## src/rtl/clkgen_multi_pkg.sv

```systemverilog
// -----------------------------------------------------------------------------
// clkgen_multi_pkg
//
// Shared types and helpers for the multi-channel clock generator.
//
//   CLKGEN_CFG_W        width of the fields inside clkgen_cfg_t. The channel
//                       counters are narrower (CNT_W) and are zero-extended
//                       into this struct for normalisation, so CNT_W must
//                       stay below CLKGEN_CFG_W.
//   CLKGEN_DEFAULT_DIV  period used when a programmed divisor is 0.
//   clkgen_cfg_t        {div, high, start_high} channel configuration.
//   normalise_cfg()     maps a raw configuration onto a legal one:
//                         div  : 0 -> default_div, 1 -> 2
//                         high : 0 -> floor(div/2), high >= div -> div-1
//                       The high rules use the already-normalised div.
// -----------------------------------------------------------------------------
package clkgen_multi_pkg;

  localparam int unsigned CLKGEN_CFG_W       = 32;
  localparam int unsigned CLKGEN_DEFAULT_DIV = 10;

  typedef struct packed {
    logic [CLKGEN_CFG_W-1:0] div;
    logic [CLKGEN_CFG_W-1:0] high;
    logic                    start_high;
  } clkgen_cfg_t;

  function automatic clkgen_cfg_t normalise_cfg(
    input clkgen_cfg_t             raw,
    input logic [CLKGEN_CFG_W-1:0] default_div
  );
    clkgen_cfg_t n;
    n = raw;
    if (raw.div == '0) begin
      n.div = default_div;
    end else if (raw.div == CLKGEN_CFG_W'(1)) begin
      // A one-cycle period cannot have both phases; stretch it to two.
      n.div = CLKGEN_CFG_W'(2);
    end
    if (raw.high == '0) begin
      n.high = n.div >> 1;
    end else if (raw.high >= n.div) begin
      // Always keep at least one low cycle so every period has a rising edge.
      n.high = n.div - CLKGEN_CFG_W'(1);
    end
    return n;
  endfunction

endpackage

```

## src/rtl/clkgen_multi_ch.sv

```systemverilog
// -----------------------------------------------------------------------------
// clkgen_multi_ch
//
// One divided-clock channel: period counter, active and shadow configuration,
// registered clock output and rising-edge strobe.
//
// Ports
//   clk, rst_n      system clock, asynchronous active-low reset
//   i_en            run enable; low holds the counter and output at 0
//   i_sync          one-cycle restart request (counter to 0, pending applies)
//   i_wr            load the shadow configuration from i_div/i_high/
//                   i_start_high; only issued while o_pending is low
//   i_div, i_high   raw period / high time (normalised when applied)
//   i_start_high    1 = period starts with the high phase
//   o_clk           divided clock, registered
//   o_rise          one-cycle pulse in the cycle o_clk goes 0->1
//   o_pending       shadow configuration waiting for a period boundary
//
// Timing: the output registered at an edge is a function of the counter value
// held during the cycle before that edge, so the output lags the counter by
// one cycle. The shadow is copied into the active configuration only at the
// edge that closes a period (counter at div-1), at a sync restart, or at any
// edge while disabled; a running period therefore never mixes two configs.
// -----------------------------------------------------------------------------
module clkgen_multi_ch
  import clkgen_multi_pkg::*;
#(
  parameter int CNT_W       = 16,
  parameter int DEFAULT_DIV = 10
) (
  input  logic             clk,
  input  logic             rst_n,
  input  logic             i_en,
  input  logic             i_sync,
  input  logic             i_wr,
  input  logic [CNT_W-1:0] i_div,
  input  logic [CNT_W-1:0] i_high,
  input  logic             i_start_high,
  output logic             o_clk,
  output logic             o_rise,
  output logic             o_pending
);

  localparam logic [CNT_W-1:0] C_ONE      = CNT_W'(1);
  localparam logic [CNT_W-1:0] C_RST_DIV  = CNT_W'(DEFAULT_DIV);
  localparam logic [CNT_W-1:0] C_RST_HIGH = CNT_W'(DEFAULT_DIV / 2);

  // Active configuration
  logic [CNT_W-1:0] r_div;
  logic [CNT_W-1:0] r_high;
  logic             r_start_high;

  // Shadow configuration, held raw until applied
  logic [CNT_W-1:0] r_sh_div;
  logic [CNT_W-1:0] r_sh_high;
  logic             r_sh_start_high;
  logic             r_pending;

  // Counter and outputs
  logic [CNT_W-1:0] r_cnt;
  logic             r_clk;
  logic             r_rise;

  logic             w_period_end;
  logic             w_apply;
  logic             w_next_clk;
  clkgen_cfg_t      w_raw;
  clkgen_cfg_t      w_norm;
  logic             w_unused_hi;

  always_comb begin
    w_raw            = '0;
    w_raw.div        = CLKGEN_CFG_W'(r_sh_div);
    w_raw.high       = CLKGEN_CFG_W'(r_sh_high);
    w_raw.start_high = r_sh_start_high;
    w_norm           = normalise_cfg(w_raw, CLKGEN_CFG_W'(DEFAULT_DIV));
  end

  // Normalised values never exceed the raw inputs or DEFAULT_DIV, so the
  // upper struct bits are always zero.
  assign w_unused_hi = ^{w_norm.div[CLKGEN_CFG_W-1:CNT_W],
                         w_norm.high[CLKGEN_CFG_W-1:CNT_W]};

  // ">=" rather than "==" so that an out-of-range count still closes the
  // period instead of running around the full counter range.
  assign w_period_end = (r_cnt >= (r_div - C_ONE));
  assign w_apply      = r_pending & (~i_en | i_sync | w_period_end);

  assign w_next_clk = r_start_high ? (r_cnt < r_high)
                                   : (r_cnt >= (r_div - r_high));

  // Configuration: apply and write are exclusive because a write is only
  // accepted while r_pending is low, and apply needs r_pending high. A write
  // landing on a period-end edge therefore waits for the following one.
  always_ff @(posedge clk or negedge rst_n) begin
    if (!rst_n) begin
      r_div           <= C_RST_DIV;
      r_high          <= C_RST_HIGH;
      r_start_high    <= 1'b0;
      r_sh_div        <= '0;
      r_sh_high       <= '0;
      r_sh_start_high <= 1'b0;
      r_pending       <= 1'b0;
    end else if (w_apply) begin
      r_div        <= w_norm.div[CNT_W-1:0];
      r_high       <= w_norm.high[CNT_W-1:0];
      r_start_high <= w_norm.start_high;
      r_pending    <= 1'b0;
    end else if (i_wr) begin
      r_sh_div        <= i_div;
      r_sh_high       <= i_high;
      r_sh_start_high <= i_start_high;
      r_pending       <= 1'b1;
    end
  end

  // Counter and output. A sync restart also drops the output so every
  // channel starts its new period from the low level together.
  always_ff @(posedge clk or negedge rst_n) begin
    if (!rst_n) begin
      r_cnt  <= '0;
      r_clk  <= 1'b0;
      r_rise <= 1'b0;
    end else if (!i_en || i_sync) begin
      r_cnt  <= '0;
      r_clk  <= 1'b0;
      r_rise <= 1'b0;
    end else begin
      r_clk  <= w_next_clk;
      r_rise <= w_next_clk & ~r_clk;
      r_cnt  <= w_period_end ? '0 : (r_cnt + C_ONE);
    end
  end

  assign o_clk     = r_clk;
  assign o_rise    = r_rise;
  assign o_pending = r_pending;

endmodule

```

## src/rtl/clkgen_multi.sv

```systemverilog
// -----------------------------------------------------------------------------
// clkgen_multi
//
// Derives NUM_CH independent divided clocks from clk. Each channel has a
// programmable period, high time, start polarity and run enable; new settings
// are written through a valid/ready port and take effect at period ends.
//
// Optional build macro: CLKGEN_MULTI_SYNC_EN adds input sync_in. A rising
// edge of sync_in (registered edge detect) restarts every enabled channel at
// count 0 and applies any pending configuration, phase-aligning the channels.
// Without the macro the port is absent and the counters run free.
//
// Handshake: a configuration write transfers in any cycle where cfg_valid and
// cfg_ready are both high at the rising edge of clk. cfg_ready is the inverse
// of cfg_pending for the channel addressed by cfg_ch, so a write to a channel
// that still holds an unapplied setting stalls rather than overwriting it.
// cfg_valid may be withdrawn while stalled; an index >= NUM_CH is always
// ready and the write is dropped.
//
// Ports
//   clk, rst_n            system clock, asynchronous active-low reset
//   sync_in               (CLKGEN_MULTI_SYNC_EN only) phase-align request
//   cfg_valid, cfg_ready  configuration write handshake
//   cfg_ch                target channel index
//   cfg_div, cfg_high     period and high time in clk cycles
//   cfg_start_high        1 = period begins with the high phase
//   ch_en                 per-channel run enable
//   clk_out               divided clock outputs, registered
//   rise_stb              one-cycle pulse with each clk_out 0->1 transition
//   cfg_pending           shadow configuration written but not yet applied
// -----------------------------------------------------------------------------
module clkgen_multi
  import clkgen_multi_pkg::*;
#(
  parameter int NUM_CH      = 4,
  parameter int CNT_W       = 16,
  parameter int DEFAULT_DIV = CLKGEN_DEFAULT_DIV
) (
  input  logic                                      clk,
  input  logic                                      rst_n,
`ifdef CLKGEN_MULTI_SYNC_EN
  input  logic                                      sync_in,
`endif
  input  logic                                      cfg_valid,
  output logic                                      cfg_ready,
  input  logic [$clog2((NUM_CH > 1) ? NUM_CH : 2)-1:0] cfg_ch,
  input  logic [CNT_W-1:0]                          cfg_div,
  input  logic [CNT_W-1:0]                          cfg_high,
  input  logic                                      cfg_start_high,
  input  logic [NUM_CH-1:0]                         ch_en,
  output logic [NUM_CH-1:0]                         clk_out,
  output logic [NUM_CH-1:0]                         rise_stb,
  output logic [NUM_CH-1:0]                         cfg_pending
);

  localparam int CH_W = $clog2((NUM_CH > 1) ? NUM_CH : 2);

  logic              w_sync;
  logic [NUM_CH-1:0] w_wr;

  // Ready decode; out-of-range indices fall through as ready.
  always_comb begin
    cfg_ready = 1'b1;
    for (int i = 0; i < NUM_CH; i++) begin
      if (cfg_ch == CH_W'(i)) begin
        cfg_ready = ~cfg_pending[i];
      end
    end
  end

`ifdef CLKGEN_MULTI_SYNC_EN
  logic r_sync_d;
  logic r_sync_rise;

  // The edge is registered so the restart reaches all channels from a flop,
  // one cycle after sync_in is first seen high.
  always_ff @(posedge clk or negedge rst_n) begin
    if (!rst_n) begin
      r_sync_d    <= 1'b0;
      r_sync_rise <= 1'b0;
    end else begin
      r_sync_d    <= sync_in;
      r_sync_rise <= sync_in & ~r_sync_d;
    end
  end

  assign w_sync = r_sync_rise;
`else
  assign w_sync = 1'b0;
`endif

  for (genvar g = 0; g < NUM_CH; g++) begin : g_ch
    assign w_wr[g] = cfg_valid & cfg_ready & (cfg_ch == CH_W'(g));

    clkgen_multi_ch #(
      .CNT_W       (CNT_W),
      .DEFAULT_DIV (DEFAULT_DIV)
    ) u_ch (
      .clk          (clk),
      .rst_n        (rst_n),
      .i_en         (ch_en[g]),
      .i_sync       (w_sync),
      .i_wr         (w_wr[g]),
      .i_div        (cfg_div),
      .i_high       (cfg_high),
      .i_start_high (cfg_start_high),
      .o_clk        (clk_out[g]),
      .o_rise       (rise_stb[g]),
      .o_pending    (cfg_pending[g])
    );
  end

endmodule

```

## config.mk

```make
export PLATFORM = sky130hd
export DESIGN_NAME = clkgen_multi
export DESIGN_NICKNAME = d
export VERILOG_FILES = /design/src/rtl/clkgen_multi_pkg.sv /design/src/rtl/clkgen_multi_ch.sv /design/src/rtl/clkgen_multi.sv
export SDC_FILE = /design/constraint.sdc
export NUM_CORES = 1
export LEC_CHECK = 0
export ABC_AREA = 1
export BUFFER_PORTS_ARGS = -buffer_cell sky130_fd_sc_hd__buf_4
export CAP_MARGIN = 30
export CORE_ASPECT_RATIO = 1.2
export CORE_MARGIN = 4
export CORE_UTILIZATION = 44
export CTS_CLUSTER_DIAMETER = 60
export DETAILED_ROUTE_END_ITERATION = 6
export PLACE_DENSITY = 0.68
export SETUP_SLACK_MARGIN = 0.4
export SYNTH_ARGS = -nofsm -noshare
export SYNTH_HDL_FRONTEND = slang
export SYNTH_SLANG_ARGS = --single-unit
export TNS_END_PERCENT = 100
```

## constraint.sdc

```tcl
create_clock -name clk -period 4.6 [get_ports clk]
set_clock_uncertainty 0.2 [all_clocks]
set_input_delay 0.69 -clock clk [delete_from_list [all_inputs] [get_ports clk]]
set_output_delay 0.69 -clock clk [all_outputs]
set_load 0.01 [all_outputs]
```

==> impl_metrics.ini <==
[timing]
worstMarginPinSlew_ns = 0.716
hold_viol = 0
slew_viol_final = 0
min_period_ns = 3.75
rsz0062_at_grt = no
setup_tns_ns = 0
relSlewSlack = 0.522
timing.fmax_mhz = 266
setup_viol = 0
fin_crit_sh = 0.816

[setup_path]
cpMostUsedCell = nand2_1
critical_path_class = reg2reg
critPathArrivalTime_ns = 4.05
crit_chain = inv_1, ha_1, nand2_1, nor4_2, nand3_1, nor3_1, xor2_1, inv_1, ha_1, nand2_1, o21ai_0, a21oi_1, nand4_1, nand2_1, buf_4, clkinv_1, o21a_1
critPathMaxStageDelay_ns = 0.38
cp_slowest_cell = dfrtp_1
worstPathMaxFanout = 27
required_ns = 4.90
crit_path_end_kind = flip-flop
worstSetupStartpointType = flip-flop

[placement]
io_buffers = 54
hpwl_um = 52700
placed_area_um2 = 26900
routabilityCongestion = 0.920

[synthesis]
synth_ff_type = dfrtp_1
synth_edf_count = 0
synth_area_leader_cell = dfrtp_1
ys.warnings.count = 0
synth_cells = 3484
async_flop_share = 1.00
avgSynthCellArea_um2 = 7.41
syn_area_um2 = 25800
synth.ff_latch_count = 340
synth.area.top_cells = dfrtp_1 (31%), ha_1 (16%), nand2_1 (13%)
ys_types = 46
yosysTopAreaCellShare = 0.314
syn-num-nets = 3854
yosysSeqAreaShare = 0.330

[routing]
vias_per_cell = 5.28
num_vias = 22674
drt_wl_total_um = 67900
ant_nets = 0
drt_iter0_drc = 1550
route.detailed.drc = 0
wl_per_cell_um = 15.8
first_pass_iters = 5

[floorplan]
start_util = 0.443
io-pin-count = 55
fp.dieH_um = 273
die_w_um = 229
fp-row-count = 97
dieArea_um2 = 62600
coreArea_um2 = 58300

[clock_network]
numCtsBuffers = 44
clockBufferDepth = 3
clock_latency_ns = 0.60
clk_pin_slew_worst_paths_ns = 0.06
htree_levels = 2
cts_tree = yes
cts_root_buffer = clkbuf_16
cts.sinks = 340

[finish]
mostFrequentLayoutCell = nand2_1
layout-drive-gt1-share = 0.0616
synthToLayoutAreaGrowth_pct = 9.98
mostFrequentLayoutCells = nand2_1 (859), inv_1 (396), nor2_1 (324), ha_1 (324), dfrtp_1 (324)
nFillCells = 5902
nets = 3889
diodes = 0
fin_area_um2 = 28400

[global_routing]
overflow = 0
antenna_found_initial = 0
grt_start_max_net_pins = 111
grt_usage = 0.216
grt_pass1_wl_um = 112000
grt_pass1_vias = 21544

[power]
power_leakage_nw = 14.5
peakVddDrop_uv = 393
power-per-cell-area_nw_per_um2 = 725

[job]
drv_cap = 0

[run_status]
outcome = finished, final reports clean

[hold_path]
hold_class = in2reg
## critical path: cells and delay by family (launching register included)
kind | cells | cell delay, ns
fa+ha+maj | 2 | 0.47
xor+xnor | 1 | 0.16
compound gates | 3 | 0.48
simple gates | 7 | 1.22
flops | 1 | 0.38
buf+inv | 4 | 0.73
## state kept, by name (all words and copies together), names as in the netlist
| signal | count |
|---|---|
| g_ch.u_ch.o_clk | 4 |
| g_ch.u_ch.o_pending | 4 |
| g_ch.u_ch.o_rise | 4 |
| g_ch.u_ch.r_cnt | 64 |
| g_ch.u_ch.r_div | 64 |
| g_ch.u_ch.r_high | 64 |
| g_ch.u_ch.r_sh_div | 64 |
| g_ch.u_ch.r_sh_high | 64 |
| g_ch.u_ch.r_sh_start_high | 4 |
| g_ch.u_ch.r_start_high | 4 |
## path summary, 6_finish.rpt
kind	start	endpoint	slack, ns	cells past startpoint
min reg2reg	g_ch[1].u_ch.o_clk	g_ch[1].u_ch.o_rise	0.22	1
min	ch_en[2]	g_ch[2].u_ch.o_clk	0.22	3
min in group asynchronous	rst_n	g_ch[3].u_ch.r_cnt[9]	0.46	2
max in group asynchronous	rst_n	g_ch[0].u_ch.r_high[12]	2.74	3
max	g_ch[0].u_ch.r_div[0]	g_ch[0].u_ch.r_div[10]	0.85	17
max reg2reg	g_ch[0].u_ch.r_div[0]	g_ch[0].u_ch.r_div[10]	0.85	17
## report_power, final
part           internal [W]  switching, W
logic               0.00442       0.00727
clock network       0.00209       0.00147
registers           0.00407       0.00127
## cell type report
cell class | count | area [um2] | share of cell area
timing repair buffer | 75 | 623 | 0.0219
inverter | 405 | 1530 | 0.0538
tap | 742 | 928 | 0.0327
clock inverter | 26 | 290 | 0.0102
clock buffer | 56 | 1220 | 0.0429
multi-input combinational | 2653 | 15300 | 0.538
sequential | 340 | 8530 | 0.300
## through the flow
stage | worst slack [ns] | instances | hold slack [ns] | total power (W) | utilization
global placement | 0.790 | 4214 | 0.217 | 0.0168 | 0.461
finish | 0.847 | 4297 | 0.218 | 0.0206 | 0.487
detailed placement | 0.740 | 4214 | 0.218 | 0.0170 | 0.461
CTS | 0.721 | 4297 | 0.182 | 0.0207 | 0.487
floorplan | 1.27 | 3484 | 0.194 | 0.0141 | -
global route | 0.401 | 4297 | 0.229 | 0.0229 | 0.487
## layer usage
| layer | share of wire | up-vias | GRT usage |
|---|---|---|---|
| met4 | 0.033 | 0 | 0.0745 |
| met5 | 0 | - | 0 |
| met2 | 0.47 | 480 | 0.366 |
| li1 | - | 11621 | - |
| met1 | 0.45 | 10458 | 0.286 |
| met3 | 0.047 | 115 | 0.0260 |
## synthesized netlist by cell type, drive strengths merged, types with 22 or more instances
master    n
nand3   185
nor3     58
xor2     97
xnor2    50
nand4    61
ha      324
o21ai   327
nand2   864
buf      47
a21oi   258
nor4     22
nor2    333
clkbuf   39
inv     401
dfrtp   324
## what timing repair did
item	in CTS	in global routing
gates resized for setup	0	4
hold buffers	1	0
endpoints found under the hold margin	61	0
buffers inserted	0	0
setup endpoints to repair	0	37
## cells by family (layout without fill, tap and decap cells)
group / Yosys count / in the layout / share of synthesized area
AND/OR/NAND/NOR: 1549 / 1549 / 0.253
XOR/XNOR: 147 / 147 / 0.0499
adder cells (fa/ha/maj): 328 / 328 / 0.160
buffers and inverters: 491 / 562 / 0.0783
flip-flops: 340 / 340 / 0.330
AO/OA/AOI/OAI: 629 / 629 / 0.129
Note: power is estimated with default switching activity, not from simulation.
